### config.mk
export PLATFORM = sky130hd
export DESIGN_NAME = folded_hist_reg
export DESIGN_NICKNAME = d
export VERILOG_FILES = /design/src/rtl/folded_hist_reg_pkg.sv /design/src/rtl/folded_hist_reg_fold.sv /design/src/rtl/folded_hist_reg.sv
export SDC_FILE = /design/constraint.sdc
export NUM_CORES = 1
export LEC_CHECK = 0
export ABC_AREA = 1
export BUFFER_PORTS_ARGS = -buffer_cell sky130_fd_sc_hd__clkbuf_2
export CELL_PAD_IN_SITES_DETAIL_PLACEMENT = 0
export CELL_PAD_IN_SITES_GLOBAL_PLACEMENT = 1
export CORE_MARGIN = 4
export CORE_UTILIZATION = 48
export DETAILED_ROUTE_END_ITERATION = 8
export GPL_TIMING_DRIVEN = 1
export PLACE_DENSITY = 0.8
export SLEW_MARGIN = 20
export SYNTH_ARGS = -nofsm -noshare
export SYNTH_HDL_FRONTEND = slang
export SYNTH_SLANG_ARGS = --single-unit
export TNS_END_PERCENT = 50
### constraint.sdc
create_clock -name clk -period 4.8 [get_ports clk]
set_clock_uncertainty 0.1 [all_clocks]
set_input_delay 0.96 -clock clk [delete_from_list [all_inputs] [get_ports clk]]
set_output_delay 0.96 -clock clk [all_outputs]
set_load 0.005 [all_outputs]
### src/rtl/folded_hist_reg_pkg.sv
// Shared BPU defines: default history/fold sizes, checkpoint depth
// and checkpoint entry layout {ghr, idx_fold, tag_fold}.
package folded_hist_reg_pkg;

  localparam int FHR_HIST_LEN   = 16;
  localparam int FHR_IDX_W      = 7;
  localparam int FHR_TAG_W      = 8;
  localparam int FHR_CKPT_DEPTH = 4;

  function automatic int ckpt_w(
    input int h,
    input int i,
    input int t
  );
    return h + i + t;
  endfunction

endpackage

### src/rtl/folded_hist_reg_fold.sv
// hist_fold_comb: combinational XOR fold of an N-bit vector to W bits.
// Ports: vec (N bits in), fold (W bits out).
module hist_fold_comb #(
  parameter int N = 16,
  parameter int W = 7
) (
  input  logic [N-1:0] vec,
  output logic [W-1:0] fold
);

  always_comb begin
    fold = '0;
    for (int i = 0; i < N; i++)
      fold[i % W] = fold[i % W] ^ vec[i];
  end

endmodule

### src/rtl/folded_hist_reg.sv
// Speculative GHR with O(1) index/tag folds and checkpoint restore.
// Ports: push/commit/restore controls in; ghr/folds/ckpt_id/ready out.
// Optional self-check of folds: define BPU_FHR_SELFCHECK_EN.
module folded_hist_reg
  import folded_hist_reg_pkg::*;
#(
  parameter int HIST_LENGTH = FHR_HIST_LEN,
  parameter int IDX_WIDTH   = FHR_IDX_W,
  parameter int TAG_WIDTH   = FHR_TAG_W,
  parameter int CKPT_DEPTH  = FHR_CKPT_DEPTH
) (
  input  logic                          clk,
  input  logic                          rst,
  input  logic                          push_valid_i,
  input  logic                          push_taken_i,
  output logic                          push_ready_o,
  output logic [$clog2(CKPT_DEPTH)-1:0] ckpt_id_o,
  input  logic                          commit_valid_i,
  input  logic                          restore_valid_i,
  input  logic [$clog2(CKPT_DEPTH)-1:0] restore_id_i,
  input  logic                          restore_taken_i,
  output logic [HIST_LENGTH-1:0]        ghr_o,
  output logic [IDX_WIDTH-1:0]          idx_fold_o,
  output logic [TAG_WIDTH-1:0]          tag_fold_o,
  output logic                          fold_err_o
);

  localparam int PW = $clog2(CKPT_DEPTH);
  localparam int EW = ckpt_w(HIST_LENGTH, IDX_WIDTH, TAG_WIDTH);

  typedef logic [PW:0] ptr_t;

  logic [HIST_LENGTH-1:0] ghr_q, ghr_b, ghr_n;
  logic [IDX_WIDTH-1:0]   idx_q, idx_b, idx_n;
  logic [TAG_WIDTH-1:0]   tag_q, tag_b, tag_n;
  ptr_t                   head_q, tail_q, head_n, tail_n;
  ptr_t                   count;
  logic [PW-1:0]          off;
  logic                   push_ok, rest_ok, commit_ok;
  logic                   bit_in;
  logic [EW-1:0]          mem [CKPT_DEPTH];

  function automatic logic [IDX_WIDTH-1:0] shift_idx(
    input logic [IDX_WIDTH-1:0] f,
    input logic                 b,
    input logic                 msb
  );
    logic [IDX_WIDTH-1:0] r;
    r = {f[IDX_WIDTH-2:0], f[IDX_WIDTH-1]};
    r[0] = r[0] ^ b;
    r[HIST_LENGTH % IDX_WIDTH] = r[HIST_LENGTH % IDX_WIDTH] ^ msb;
    return r;
  endfunction

  function automatic logic [TAG_WIDTH-1:0] shift_tag(
    input logic [TAG_WIDTH-1:0] f,
    input logic                 b,
    input logic                 msb
  );
    logic [TAG_WIDTH-1:0] r;
    r = {f[TAG_WIDTH-2:0], f[TAG_WIDTH-1]};
    r[0] = r[0] ^ b;
    r[HIST_LENGTH % TAG_WIDTH] = r[HIST_LENGTH % TAG_WIDTH] ^ msb;
    return r;
  endfunction

  assign count        = tail_q - head_q;
  assign push_ready_o = (count != ptr_t'(CKPT_DEPTH));
  assign ckpt_id_o    = tail_q[PW-1:0];

  // Distance of the restore slot from the oldest live entry.
  assign off       = restore_id_i - head_q[PW-1:0];
  assign rest_ok   = restore_valid_i && ({1'b0, off} < count);
  assign push_ok   = push_valid_i && push_ready_o && !restore_valid_i;
  assign commit_ok = commit_valid_i && (count != '0);

  always_comb begin
    {ghr_b, idx_b, tag_b} = {ghr_q, idx_q, tag_q};
    bit_in = push_taken_i;
    tail_n = tail_q;
    if (rest_ok) begin
      {ghr_b, idx_b, tag_b} = mem[restore_id_i];
      bit_in = restore_taken_i;
      tail_n = head_q + ptr_t'(off) + ptr_t'(1);
    end else if (push_ok) begin
      tail_n = tail_q + ptr_t'(1);
    end
    head_n = head_q + (commit_ok ? ptr_t'(1) : ptr_t'(0));
    ghr_n  = ghr_q;
    idx_n  = idx_q;
    tag_n  = tag_q;
    if (rest_ok || push_ok) begin
      ghr_n = {ghr_b[HIST_LENGTH-2:0], bit_in};
      idx_n = shift_idx(idx_b, bit_in, ghr_b[HIST_LENGTH-1]);
      tag_n = shift_tag(tag_b, bit_in, ghr_b[HIST_LENGTH-1]);
    end
  end

  always_ff @(posedge clk) begin
    if (rst) begin
      ghr_q  <= '0;
      idx_q  <= '0;
      tag_q  <= '0;
      head_q <= '0;
      tail_q <= '0;
    end else begin
      ghr_q  <= ghr_n;
      idx_q  <= idx_n;
      tag_q  <= tag_n;
      head_q <= head_n;
      tail_q <= tail_n;
    end
  end

  always_ff @(posedge clk) begin
    if (push_ok && !rst)
      mem[tail_q[PW-1:0]] <= {ghr_q, idx_q, tag_q};
  end

  assign ghr_o      = ghr_q;
  assign idx_fold_o = idx_q;
  assign tag_fold_o = tag_q;

`ifdef BPU_FHR_SELFCHECK_EN
  logic [IDX_WIDTH-1:0] idx_calc;
  logic [TAG_WIDTH-1:0] tag_calc;
  logic                 err_q;

  hist_fold_comb #(.N(HIST_LENGTH), .W(IDX_WIDTH)) u_idx_chk (
    .vec  (ghr_q),
    .fold (idx_calc)
  );

  hist_fold_comb #(.N(HIST_LENGTH), .W(TAG_WIDTH)) u_tag_chk (
    .vec  (ghr_q),
    .fold (tag_calc)
  );

  always_ff @(posedge clk) begin
    if (rst)
      err_q <= 1'b0;
    else if ((idx_calc != idx_q) || (tag_calc != tag_q))
      err_q <= 1'b1;
  end

  assign fold_err_o = err_q;
`else
  assign fold_err_o = 1'b0;
`endif

endmodule

==> summary.md, run 1 <==
| Metric | Value |
|---|---|
| Most frequent cells in the layout | `edfxtp_1, nor2_1, o21ai_0` |
| Period Utilization, post-route | `75.3%` |
| Sw Pwr | `1.57 mW` |
| Slew Viols, Final | `0` |
| Clock Path Buffers | `2` |
| Detail Route Antenna Nets | `0` |
| Setup Fix Bufs, Post-CTS | `0` |
| Core region area | `13,300 um^2` |
| Gpl congestion | `0.779` |
| Slew @ Worst Pin | `roughly 0.66 ns` |
| Num CTS Buffers | `17` |
| Setup TNS | `0 ns` |
| First-pass GRT wire length | `22.8 mm` |
| Diode count | `0` |
| EDFF count, synth | `124` |
| Drt via density | `approximately 5.5` |
| CP max FO | `31` |
| Clock share of power | `26.6%` |
| Die X | `125 um` |
| Initial Utilization | `between 40% and 50%` |
| Setup Viol. Count Final | `0` |
| Synthesized Nets | `roughly 580` |
| Global-route total usage across every layer | `between 15 and 20%` |
| Asr flop ratio synth | `0%` |
| RSZ-0062 raised after global routing | `false` |
| Drt pass-1 iters | `5` |
| Synth Instances | `563` |
| Post-synthesis cell area | `6550 um^2` |
| WL/cell | `17.9 um` |
| H-tree depth | `4` |
| Sw Ratio | `34.4%` |
| Detailed Route WL | `14.1 mm` |
| Share of layout cells above drive strength 1 | `15.7%` |
| Vias in the first global route | `between 4,000 and 5,000` |
| Worst-Skew Late Latency | `0.41 ns` |
| Drt drc | `0` |
| Max Fclk | `approximately 0.28 GHz` |
| Post-CTS sizing | `0` |
| Worst Setup Path Type | `reg -> reg` |
| Root cell of the clock tree | `clkbuf_16` |
| Peak supply drop | `~320 uV` |
| Synth warnings | `0` |
| Nets@finish | `622` |
| Grt total ovfl | `0` |
| Crit path capture type | `flop` |
| CTS tree | `yes` |
| Die area | `about 16,000 um^2` |
| Rows | `42` |
| FF-to-FF setup slack | `between 1 and 1.5 ns` |
| Area after DPL | `6880 um^2` |
| Min cycle time layout | `3.61 ns` |
| Leak | `2.76 nW` |
| Initial antenna violation count | `0` |
| CP Launch Type | `flop` |
| Non-filler cells, final | `~800` |
| Setup Slack @ Placement | `1.08 ns` |
| Worst-path clk slew | `0.06 ns` |
| Cells after DPL | `758` |
| Type of the worst min-delay path | `reg -> reg` |
| Ys flop type | `edfxtp_1` |
| Critical path arrival | `3.56 ns` |
| Max-Cap Viols | `0` |
| Logic pwr share | `26.8%` |
| Syn Area/Cell | `11.6 um^2` |
| Routed vias | `4,331` |
| Register area share after synthesis | `between 60% and 70%` |
| Max_slew headroom | `56.0%` |
| Pin count of the biggest net entering global routing | `64` |
| # IOs | `44` |
| DP Wirelength | `around 8 mm` |
| I/O Buffers | `42` |
| Area Growth Syn to Fin | `13.1%` |
| CP required | `4.75 ns` |
| Cell Pwr Density | `614 nW/um^2` |
| Final instance area | `about 7400 um^2` |
| Clock sinks | `around 160` |
| Outcome | `finished, final reports clean` |
| Die Span Y | `between 100 and 150 um` |
| Sequential share of power | `between 40 and 50%` |
| Post-CTS Hold Fix Bufs | `0` |
| Commonest non-fill, non-tap cell in the layout | `edfxtp_1` |
| Count of cell types in the netlist | `33` |
| Worst hold slack | `about 0.44 ns` |
| Post-synthesis register bit count | `161` |
| Final worst slack | `1.19 ns` |
| Final Hold Vio Count | `0` |
| Initial DRC Count | `~370` |
| Internal | `a little under 3 mW` |
[worst paths after layout]
check / cells past startpoint / startpoint / to
worst max-delay path: 13 / tail_q[0] / mem[1][13]
worst min register to register: 0 / idx_fold_o[6] / mem[0][14]
worst min-delay path: 0 / idx_fold_o[6] / mem[0][14]
worst max register to register: 13 / tail_q[0] / mem[1][13]
[per-stage QoR]
step	power, mW	utilization [%]
finish	4.55	55.7
global route	4.84	55.7
CTS	4.59	55.7
detailed placement	3.38	51.8
global placement	3.33	51.8
floorplan	2.97	-
[registers in the layout, indices dropped and copies added, names as in the netlist]
signal,count
mem,124
ghr_o,16
tag_fold_o,8
idx_fold_o,7
head_q,3
tail_q,3
[area by class of cell]
type / instances / area [um^2]
fillers: 1140 / 5880
flip-flops and latches: 161 / 4460
multi-input cells: 333 / 1770
clock buffers: 20 / 437
repair buffers: 53 / 293
well taps: 176 / 220
inverters: 35 / 131
clock inverters: 11 / 93.8
[power groups by stage]
stage          registers [mW]  clock network, mW  logic, mW
4_1_cts                  2.12               1.23       1.24
5_1_grt                  2.16               1.30       1.39
3_5_place_dp             2.14                  0       1.23
2_1_floorplan            2.06                  0      0.908
6_report                 2.12               1.21       1.22
3_3_place_gp             2.13                  0       1.20
[critical path: stages, from the launching register on]
cell	delay, ns
dfxtp_1	0.40
inv_1	0.14
ha_1	0.24
fa_1	0.39
inv_1	0.07
nand2_1	0.06
nand2_1	0.07
nand2_1	0.07
nand4_1	0.11
nand2_2	0.35
inv_1	0.40
nand2_1	0.27
nor2_2	0.13
buf_4	0.45
[synthesized netlist by cell type (3+ instances only)]
master | instances | area [um^2]
xnor2_1 | 3 | 26.3
buf_2 | 6 | 30.0
edfxtp_1 | 124 | 3720
o221ai_1 | 14 | 123
nand2_2 | 7 | 43.8
nand3_1 | 9 | 45.0
nand2_1 | 30 | 113
inv_1 | 32 | 120
buf_6 | 4 | 45.0
a211oi_1 | 4 | 30.0
o21ai_0 | 77 | 385
a21oi_1 | 10 | 50.1
buf_4 | 10 | 75.1
o21ai_1 | 3 | 15.0
dfxtp_1 | 37 | 741
o22ai_1 | 30 | 188
nor3_1 | 10 | 50.1
ha_1 | 11 | 138
nor2_1 | 110 | 413
clkbuf_1 | 13 | 48.8
xor2_1 | 5 | 43.8
[cells by family (layout without fill, tap and decap cells)]
family / count (synthesis) / after routing / share of synthesized area, %
AND/OR/NAND/NOR: 170 / 170 / 10.6
flip-flops: 161 / 161 / 68.1
AO/OA/AOI/OAI: 142 / 142 / 12.6
other: 1 / 1 / 0.0572
XOR/XNOR: 8 / 8 / 1.07
buffers and inverters: 69 / 119 / 5.12
adder cells (fa/ha/maj): 12 / 12 / 2.41
[metal layers]
metal	GRT usage, %	routed length [um]
met5	0	0
met2	30.6	6950
met1	24.6	6190
met3	3.90	692
met4	6.51	269
No activity file was read; power rests on OpenSTA's default activity.
==> run 2: changes to the inputs <==
CORE_UTILIZATION = 44   (was 48)
PLACE_DENSITY = 0.77   (was 0.8)
clock period = 3.3 ns   (was 4.8 ns; I/O delays follow)
==> summary.md, run 2 (synthesized netlist as in run 1, its figures left out) <==
| Metric | Value |
|---|---|
| Outcome | `finished, final reports clean` |
| Detailed Route WL | `14.4 mm (+2.0%)` |
| Drt drc | `0 (unchanged)` |
| Setup Slack @ Placement | `0.152 ns (-0.930 ns)` |
| Gpl congestion | `0.811 (+4.0%)` |
| Min cycle time layout | `2.94 ns (-0.669 ns)` |
| Post-CTS Hold Fix Bufs | `0 (unchanged)` |
| Nets@finish | `627 (+0.80%)` |
| CP peak stage delay | `0.55 ns (+0.10 ns)` |
| Setup TNS | `0 ns (unchanged)` |
| Commonest non-fill, non-tap cell in the layout | `edfxtp_1` |
| Die area | `16,900 um^2 (+8.5%)` |
| Setup Fix Bufs, Post-CTS | `0 (unchanged)` |
| Logic pwr share | `27.8% (+1.0 points)` |
| Max_slew headroom | `56.6% (+0.57 points)` |
| Global-route total usage across every layer | `18.0% (-0.56 points)` |
| Die X | `130 um (+4.2%)` |
| Crit-path cells | `inv_1, ha_1, fa_1, ha_1, o21ai_0, nand2_1, nand2_2, nand2_4, nand2_2, buf_4, nor2_1, a211oi_1` |
| Worst-path clk slew | `0.06 ns (about the same)` |
| # IOs | `44 (unchanged)` |
| Slew Viols, Final | `0 (unchanged)` |
| Sequential share of power | `45.4% (-1.1 points)` |
| Area Growth Syn to Fin | `15.0%` |
| Most frequent cells in the layout | `edfxtp_1, nor2_1, o21ai_0` |
| CP max FO | `16 (-48%)` |
| Crit. path cell count | `12 (-1)` |
| Final worst slack | `0.357 ns (-0.831 ns)` |
| Delay-heaviest family, CP | `adder cells` |
| Root cell of the clock tree | `clkbuf_16` |
| Max-Cap Viols | `0 (unchanged)` |
| CP required | `3.52 ns (-1.23 ns)` |
| I/O Buffers | `42 (unchanged)` |
| Rows | `44 (+4.8%)` |
| Vias in the first global route | `4,205 (-1.0%)` |
| Clock sinks | `161 (unchanged)` |
| Crit path buf inv count | `2 (-2)` |
| Share of layout cells above drive strength 1 | `16.6% (+0.98 points)` |
| Routed vias | `4,326 (-0.12%)` |
| Reg2reg path depth | `12 (-1)` |
| Setup Viol. Count Final | `0 (unchanged)` |
| Drt via density | `5.39 (-1.9%)` |
| Detail Route Antenna Nets | `0 (unchanged)` |
| RSZ-0062 raised after global routing | `false` |
| Sw Ratio | `34.4% (-0.044 points)` |
| Slowest cell on the critical path | `fa_1` |
| Clock Path Buffers | `2 (unchanged)` |
| Leak | `2.81 nW (+1.8%)` |
| Core region area | `14,500 um^2 (+9.3%)` |
| Diode count | `0 (unchanged)` |
| Peak supply drop | `473 uV (+48%)` |
| Critical path arrival | `3.17 ns (-0.39 ns)` |
| FF-to-FF End | `ghr_o[10]` |
| FF-to-FF setup slack | `0.36 ns (-0.83 ns)` |
| Post-CTS sizing | `0 (unchanged)` |
| Initial Utilization | `45.1% (-4.2 points)` |
| Num CTS Buffers | `17 (unchanged)` |
| Pin count of the biggest net entering global routing | `64 (unchanged)` |
| Type of the worst min-delay path | `in -> reg` |
| Internal | `4.44 mW (+49%)` |
| CP Launch Type | `flop` |
| Max Fclk | `0.340 GHz (+23%)` |
| Grt total ovfl | `0 (unchanged)` |
| Slew @ Worst Pin | `0.652 ns (-0.00849 ns)` |
| Clock share of power | `26.8% (+0.2 points)` |
| Crit Reg-Reg Startpoint | `tail_q[0]` |
| Cell Pwr Density | `897 nW/um^2 (+46%)` |
| Worst-Skew Late Latency | `0.41 ns (about the same)` |
| Die Span Y | `130 um (+4.2%)` |
| DP Wirelength | `8.56 mm (+6.9%)` |
| Launching element of the worst setup path | `tail_q[0]` |
| Final Hold Vio Count | `0 (unchanged)` |
| First-pass GRT wire length | `22.9 mm (+0.12%)` |
| Crit path capture type | `flop` |
| Worst Setup Path Type | `reg -> reg` |
| Period Utilization, post-route | `89.2% (+14 points)` |
| H-tree depth | `4 (unchanged)` |
| CTS tree | `yes` |
| Initial antenna violation count | `0 (unchanged)` |
| WL/cell | `17.9 um (+0.19%)` |
| Max reg flops | `124 (unchanged)` |
| Initial DRC Count | `285 (-24%)` |
| Sw Pwr | `2.32 mW (+48%)` |
| Drt pass-1 iters | `4 (-1)` |
| Worst Setup EP | `ghr_o[10]` |
-- run 2: worst min path at each step --
stage | start | to | slack [ns] | cells after the start
floorplan | tail_q[2] | tail_q[2] | 0.39 | 2
global placement | ghr_o[15] | mem[2][30] | 0.43 | 0
detailed placement | ghr_o[9] | mem[1][24] | 0.43 | 0
CTS | rst | head_q[1] | 0.36 | 2
global route | rst | head_q[1] | 0.36 | 2
finish | rst | head_q[1] | 0.38 | 2
-- run 2: layout make-up --
class,count,area (um^2)
clock inverter,14,116
sequential,161,4460
timing repair buffer,58,393
clock buffer,18,439
fill,1285,7000
inverter,35,131
tap,184,230
multi-input combinational,333,1760
-- run 2: layer usage --
metal / global-route usage [%] / vias up / wire, um
li1: - / 2090 / -
met1: 23.8 / 2117 / 6310
met2: 29.3 / 111 / 7140
met3: 4.13 / 8 / 796
met4: 6.72 / 0 / 136
met5: 0 / - / 0
-- run 2: worst register-to-register path: cells and delay by family (launching register included) --
family                     cells  cell delay (ns)
DFF                            1             0.40
adders and majority gates      3             1.02
AOI/OAI and AO/OA              2             0.25
buffers and inverters          2             0.39
and+or+nand+nor                5             0.70
-- run 2: per-stage QoR --
step           hold slack [ns]  utilization, %  cells  cell area (um^2)  total power [mW]
2_1_floorplan            0.387               -    563              6550              4.32
3_3_place_gp             0.430            48.0    771              6980              4.96
3_5_place_dp             0.435            48.0    771              6980              5.02
4_1_cts                  0.356            51.9    803              7540              6.83
5_1_grt                  0.359            51.9    803              7540              7.21
6_report                 0.376            51.9    803              7540              6.76
-- run 2: power by group through the flow --
stage | Sequential [mW] | Combinational (mW) | Clock (mW)
3_5_place_dp | 3.13 | 1.89 | 0
6_report | 3.07 | 1.88 | 1.81
5_1_grt | 3.13 | 2.14 | 1.93
3_3_place_gp | 3.10 | 1.86 | 0
4_1_cts | 3.08 | 1.91 | 1.84
2_1_floorplan | 3.00 | 1.32 | 0
